<file path="src/rtl/page_chain_recycler_if.sv">
// Release-request, link-RAM and free-FIFO push signals of page_chain_recycler.
// slave is the recycler side; master is the surrounding dequeue/RAM/FIFO side.
interface page_chain_recycler_if #(
   parameter int ADDR_W = 11,
   parameter int LEN_W  = 7
);
   logic              rel_valid;
   logic              rel_ready;
   logic [ADDR_W-1:0] rel_head;
   logic [LEN_W-1:0]  rel_len;
   logic              link_rd_en;
   logic [ADDR_W-1:0] link_rd_addr;
   logic [ADDR_W-1:0] link_rd_data;
   logic              push_tail;
   logic [ADDR_W-1:0] tail_addr;

   modport master (
      output rel_valid, rel_head, rel_len, link_rd_data,
      input  rel_ready, link_rd_en, link_rd_addr, push_tail, tail_addr
   );

   modport slave (
      input  rel_valid, rel_head, rel_len, link_rd_data,
      output rel_ready, link_rd_en, link_rd_addr, push_tail, tail_addr
   );
endinterface

</file>
<file path="src/rtl/page_chain_recycler.sv">
// Queues released page chains and walks each through the link RAM, pushing one page
// per cycle into the free-page FIFO. Define PAGE_RECYCLE_CNT_EN for the free-list counter.
module page_chain_recycler #(
   parameter int ADDR_W = 11,
   parameter int LEN_W  = 7,
   parameter int QDEPTH = 4
) (
   input  logic                 clk,
   input  logic                 rst_n,
   page_chain_recycler_if.slave bus,
`ifdef PAGE_RECYCLE_CNT_EN
   input  logic                 page_pop_i,
   output logic [ADDR_W:0]      free_cnt_o,
`endif
   output logic                 busy_o,
   output logic                 err_zero_len_o
);
   localparam int PW = $clog2(QDEPTH);
   localparam logic [PW:0] QFULL = (PW+1)'(QDEPTH);

   typedef enum logic {IDLE, WALK} state_e;

   logic [ADDR_W-1:0] head_mem [QDEPTH];
   logic [LEN_W-1:0]  len_mem  [QDEPTH];
   logic [PW-1:0]     wr_ptr_q, wr_ptr_d;
   logic [PW-1:0]     rd_ptr_q, rd_ptr_d;
   logic [PW:0]       count_q, count_d;

   state_e            state_q;
   logic              first_q;
   logic [ADDR_W-1:0] head_q;
   logic [LEN_W-1:0]  rem_q;

   logic              busy_q, busy_d;
   logic              err_q, err_d;
   logic              accept, store, walking, last_page, pop;
   logic [ADDR_W-1:0] cur;

   // Zero-length requests are consumed without occupying a queue slot.
   always_comb begin
      accept    = bus.rel_valid && bus.rel_ready;
      store     = accept && (bus.rel_len != '0);
      walking   = (state_q == WALK);
      last_page = walking && (rem_q == LEN_W'(1));
      pop       = (count_q != '0) && (!walking || last_page);
      wr_ptr_d  = store ? wr_ptr_q + PW'(1) : wr_ptr_q;
      rd_ptr_d  = pop   ? rd_ptr_q + PW'(1) : rd_ptr_q;
      count_d   = count_q;
      if (store && !pop) begin
         count_d = count_q + (PW+1)'(1);
      end else if (!store && pop) begin
         count_d = count_q - (PW+1)'(1);
      end
      busy_d    = (count_d != '0) || pop || (walking && !last_page);
      err_d     = accept && (bus.rel_len == '0);
   end

   // The first page comes from the queue entry; later pages from last cycle's link read.
   assign cur              = first_q ? head_q : bus.link_rd_data;
   assign bus.rel_ready    = (count_q != QFULL);
   assign bus.push_tail    = walking;
   assign bus.tail_addr    = walking ? cur : '0;
   assign bus.link_rd_en   = walking && !last_page;
   assign bus.link_rd_addr = (walking && !last_page) ? cur : '0;
   assign busy_o           = busy_q;
   assign err_zero_len_o   = err_q;

   always_ff @(posedge clk) begin
      if (store) begin
         head_mem[wr_ptr_q] <= bus.rel_head;
         len_mem[wr_ptr_q]  <= bus.rel_len;
      end
   end

   always_ff @(posedge clk or negedge rst_n) begin
      if (!rst_n) begin
         wr_ptr_q <= '0;
         rd_ptr_q <= '0;
         count_q  <= '0;
         busy_q   <= 1'b0;
         err_q    <= 1'b0;
      end else begin
         wr_ptr_q <= wr_ptr_d;
         rd_ptr_q <= rd_ptr_d;
         count_q  <= count_d;
         busy_q   <= busy_d;
         err_q    <= err_d;
      end
   end

   // Reloading on the last page keeps back-to-back chains gapless.
   always_ff @(posedge clk or negedge rst_n) begin
      if (!rst_n) begin
         state_q <= IDLE;
         first_q <= 1'b0;
         head_q  <= '0;
         rem_q   <= '0;
      end else if (pop) begin
         state_q <= WALK;
         first_q <= 1'b1;
         head_q  <= head_mem[rd_ptr_q];
         rem_q   <= len_mem[rd_ptr_q];
      end else if (walking) begin
         first_q <= 1'b0;
         rem_q   <= rem_q - LEN_W'(1);
         if (last_page) begin
            state_q <= IDLE;
         end
      end
   end

`ifdef PAGE_RECYCLE_CNT_EN
   localparam logic [ADDR_W:0] CNT_MAX = {1'b1, {ADDR_W{1'b0}}};

   logic [ADDR_W:0] free_cnt_q, free_cnt_d;

   // A push and a pop in the same cycle cancel; both ends saturate.
   always_comb begin
      free_cnt_d = free_cnt_q;
      if (walking && !page_pop_i && (free_cnt_q != CNT_MAX)) begin
         free_cnt_d = free_cnt_q + (ADDR_W+1)'(1);
      end else if (page_pop_i && !walking && (free_cnt_q != '0)) begin
         free_cnt_d = free_cnt_q - (ADDR_W+1)'(1);
      end
   end

   always_ff @(posedge clk or negedge rst_n) begin
      if (!rst_n) begin
         free_cnt_q <= CNT_MAX;
      end else begin
         free_cnt_q <= free_cnt_d;
      end
   end

   assign free_cnt_o = free_cnt_q;
`endif
endmodule

</file>
<file path="src/flat_wrapper.sv">
// flat-port wrapper written by rule: the top's interface ports become plain ports
module page_chain_recycler_flat 
#(
   parameter int ADDR_W = 11,
   parameter int LEN_W  = 7,
   parameter int QDEPTH = 4
)
  (clk, rst_n, busy_o, err_zero_len_o, bus_rel_valid, bus_rel_head, bus_rel_len, bus_link_rd_data, bus_rel_ready, bus_link_rd_en, bus_link_rd_addr, bus_push_tail, bus_tail_addr);
  page_chain_recycler_if #(.ADDR_W(ADDR_W), .LEN_W(LEN_W)) bus_i ();
  input  logic clk;
  input  logic rst_n;
  output logic busy_o;
  output logic err_zero_len_o;
  input wire logic [$bits(bus_i.rel_valid)-1:0] bus_rel_valid;
  input wire logic [$bits(bus_i.rel_head)-1:0] bus_rel_head;
  input wire logic [$bits(bus_i.rel_len)-1:0] bus_rel_len;
  input wire logic [$bits(bus_i.link_rd_data)-1:0] bus_link_rd_data;
  output wire logic [$bits(bus_i.rel_ready)-1:0] bus_rel_ready;
  output wire logic [$bits(bus_i.link_rd_en)-1:0] bus_link_rd_en;
  output wire logic [$bits(bus_i.link_rd_addr)-1:0] bus_link_rd_addr;
  output wire logic [$bits(bus_i.push_tail)-1:0] bus_push_tail;
  output wire logic [$bits(bus_i.tail_addr)-1:0] bus_tail_addr;
  assign bus_i.rel_valid = bus_rel_valid;
  assign bus_i.rel_head = bus_rel_head;
  assign bus_i.rel_len = bus_rel_len;
  assign bus_i.link_rd_data = bus_link_rd_data;
  assign bus_rel_ready = bus_i.rel_ready;
  assign bus_link_rd_en = bus_i.link_rd_en;
  assign bus_link_rd_addr = bus_i.link_rd_addr;
  assign bus_push_tail = bus_i.push_tail;
  assign bus_tail_addr = bus_i.tail_addr;
  page_chain_recycler #(.ADDR_W(ADDR_W), .LEN_W(LEN_W), .QDEPTH(QDEPTH)) u_core (.clk(clk), .rst_n(rst_n), .bus(bus_i), .busy_o(busy_o), .err_zero_len_o(err_zero_len_o));
endmodule
</file>
<file path="config.mk">
export PLATFORM = sky130hd
export DESIGN_NAME = page_chain_recycler_flat
export DESIGN_NICKNAME = d
export VERILOG_FILES = /design/src/rtl/page_chain_recycler_if.sv /design/src/rtl/page_chain_recycler.sv /design/src/flat_wrapper.sv
export SDC_FILE = /design/constraint.sdc
export NUM_CORES = 1
export LEC_CHECK = 0
export ABC_AREA = 1
export CORE_UTILIZATION = 30
export DETAILED_ROUTE_END_ITERATION = 10
export GPL_TIMING_DRIVEN = 1
export PLACE_DENSITY = 0.46
export SYNTH_ARGS = -nofsm -noshare
export SYNTH_HDL_FRONTEND = slang
export SYNTH_SLANG_ARGS = --single-unit
</file>
<file path="constraint.sdc">
create_clock -name clk -period 2.7 [get_ports clk]
set_input_delay 0.54 -clock clk [delete_from_list [all_inputs] [get_ports clk]]
set_output_delay 0.54 -clock clk [all_outputs]
set_load 0.02 [all_outputs]
</file>
==> out/qor.yml <==
logic_synthesis:
  syn_inst: 399
  syn_nets: 440
  syn_area_um2: 4400
  async_reset_ff_share_pct: 28.7
  ys.flop_type: "edfxtp_1"
  synth_edf_count: 72
  avgSynthCellArea_um2: 11.0
  synthDistinctLibCells: 33
  ys_ff_latch: 101
  ys_seq_area_share_pct: 65.7
  yosys_warnings: 0
timing:
  hold_viol: 0
  skew_ns: 0.0110
  setup_tns_ns: 0
  period_needed_ns: 2.55
  slew_headroom_pct: 58.6
  final_max_slew_viol_count: 0
  finalCritPeriodShare_pct: 94.4
  max_freq_mhz: 393
  finalSetupViolCount: 0
  rsz0062_at_grt: "false"
  tightestPinTransition_ns: 0.620
worst_setup_path:
  r2r-start: "u_core.rem_q[1]$_DFFE_PN0P_"
  r2r_slack_ns: 0.72
  critPathCaptureType: "output pin"
  reg2reg_depth: 11
  critPathLaunchType: "flop"
  cp_max_fo: 14
  arrival_ns: 2.01
  reg2reg_to: "u_core.head_q[9]$_DFFE_PN0N_"
  crit_required_ns: 2.16
  path_class: "reg2out"
final_layout:
  syn2layout_area_growth_pct: 28.1
  final_util_pct: 39.9
  drive_gt1_share_pct: 9.59
  nNetsFinal: 505
  nFillCells: 1385
  antenna_cells: 0
floorplan:
  initial_core_util_pct: 31.2
  core_area_um2: 14100
  io_pins: 59
  fp-row-count: 43
  fp.dieW_um: 123
  die_area_um2: 15100
  die_h_um: 123
pwr:
  p_per_area_nw_per_um2: 752
  p_leak_nw: 2.11
  ir_worst_vdd_v: 0.000326
routing:
  via_count: 2968
  via_per_inst: 4.57
  dr.first_iter.drc_count: 138
  ant_nets: 0
  drt_pass1_iterations: 4
  wire_per_inst_um: 15.8
  wirelength_um: 10300
  drcViolationCount: 0
clocking:
  clk_pin_slew_ns: 0.07
  root_buffer: "clkbuf_16"
  cts_max_level: 3
  hold_buffers: 0
  cts.path.max_buffers: 2
  numCtsBuffers: 9
  cts_tree: "done"
  clkLatencyLatePin_ns: 0.35
  cts.sink_count: 101
global_route:
  grt_pass1_wl_um: 16000
  grt_max_degree: 38
  grtUsageTotal_pct: 14.6
  first_global_vias: 2953
  antenna_found_initial: 0
  grt-ovfl-total: 0
worst_hold_path:
  min_to: "u_core.rem_q[5]$_DFFE_PN0P_"
  whs_path_depth: 2
  holdCritStartpoint: "u_core.rem_q[5]$_DFFE_PN0P_"
  hp-class: "reg2reg"
placement:
  dpl.hpwl_um: 6550
  port_buffers: 58
  gp_congestion: 0.749
run_status:
  status: "finished, final reports clean"
flow_run:
  maxCapViolations: 0
cell usage after synthesis (all sizes together) (6+ instances only):
cell type / count / area, um^2
buf: 11 / 68.8
inv: 24 / 92.6
a31oi: 12 / 75.1
nand2: 36 / 155
o22ai: 6 / 37.5
nand3: 12 / 70.1
dfrtp: 29 / 726
mux2i: 11 / 110
clkbuf: 6 / 22.5
edfxtp: 72 / 2160
o21ai: 41 / 216
nor2: 116 / 443
ha: 9 / 113
flip-flops by register name (all words and copies together), names as in the netlist:
signal / count
u_core.head_mem: 44
u_core.len_mem: 28
u_core.head_q: 11
u_core.rem_q: 7
u_core.count_q: 3
u_core.rd_ptr_q: 2
u_core.wr_ptr_q: 2
u_core.bus.push_tail: 1
u_core.busy_o: 1
u_core.err_zero_len_o: 1
u_core.first_q: 1
critical path, cell delays in order (launching register included):
cell and delay (ns):
dfrtp_1 0.36, inv_1 0.06, ha_1 0.17, inv_1 0.05, nor2_1 0.04, nand3_2 0.11
nand2_8 0.12, nor2_1 0.13, clkdlybuf4s50_1 0.61
power breakdown:
group | switching, W | internal, W
sequential | 0.0000694 | 0.00193
clock | 0.000572 | 0.00100
combinational | 0.000409 | 0.000245
cell families (layout without fill, tap and decap cells):
kind of cell / after synthesis / count (layout) / share of synthesized area (%)
AOI/OAI and AO/OA: 67 / 67 / 8.74
xor gates and xnor gates: 5 / 5 / 0.996
adders and majority gates: 9 / 9 / 2.56
buffers and inverters: 41 / 111 / 4.18
DFF: 101 / 101 / 65.7
muxes: 11 / 11 / 2.51
and+or+nand+nor: 165 / 165 / 15.3
metal layers:
metal / GRT usage, % / vias to the layer above / share of wire (%)
met3: 4.47 / 7 / 3.5
met1: 17.5 / 1418 / 45
li1: - / 1488 / -
met4: 3.61 / 0 / 1.1
met2: 25.5 / 55 / 50
met5: 0 / - / 0
worst max-delay path by stage:
stage                                     start  slack, ns  cells after the start                         endpoint
floorplan           u_core.count_q[0]$_DFF_PN0_       0.43                      7  u_core.head_mem[0][0]$_DFFE_PP_
global placement            bus_link_rd_data[8]       0.19                      4              bus_link_rd_addr[8]
detailed placement          bus_link_rd_data[8]       0.24                      4              bus_link_rd_addr[8]
CTS                  u_core.first_q$_DFFE_PN0P_       0.04                      4                 bus_tail_addr[4]
global route        u_core.rem_q[1]$_DFFE_PN0P_     0.0006                      8              bus_link_rd_addr[5]
finish              u_core.rem_q[1]$_DFFE_PN0P_       0.15                      8              bus_link_rd_addr[5]
cell type report:
class	instances	area, um^2	share of cell area [%]
clock buffers	9	225	4.00
clock inverters	7	143	2.53
inverters	24	92.6	1.64
multi-input cells	257	1330	23.7
flip-flops and latches	101	2890	51.3
well taps	180	225	4.00
repair buffers	71	723	12.8
placed cells by master (no fill, tap or decap), types with 6 or more instances in the layout:
| cell type | Yosys | layout |
|---|---|---|
| clkdlybuf4s50_1 | 0 | 55 |
| dfrtp_1 | 29 | 28 |
| clkbuf_16 | 0 | 9 |
| nand2_1 | 32 | 32 |
| nor2_1 | 113 | 113 |
| a31oi_1 | 12 | 12 |
| inv_1 | 19 | 19 |
| edfxtp_1 | 72 | 72 |
| mux2i_1 | 11 | 11 |
| buf_4 | 1 | 10 |
| o22ai_1 | 6 | 6 |
| nand3_1 | 10 | 10 |
| ha_1 | 9 | 9 |
| o21ai_0 | 38 | 38 |
through the flow:
stage,power [W],area [um^2],hold WS (ns),setup slack (ns),instances
floorplan,0.00238,4400,0.244,0.429,399
global placement,0.00269,5250,0.506,0.189,633
detailed placement,0.00271,5250,0.501,0.238,633
CTS,0.00429,5610,0.519,0.0358,649
global route,0.00442,5630,0.568,0.000631,649
finish,0.00423,5630,0.519,0.152,649
timing repair:
| action | 4_1_cts | 5_1_grt |
|---|---|---|
| gates resized for setup | 0 | 5 |
| setup endpoints to repair | 0 | 17 |
| buffers inserted | 0 | 0 |
Note: power is estimated with default switching activity, not from simulation.
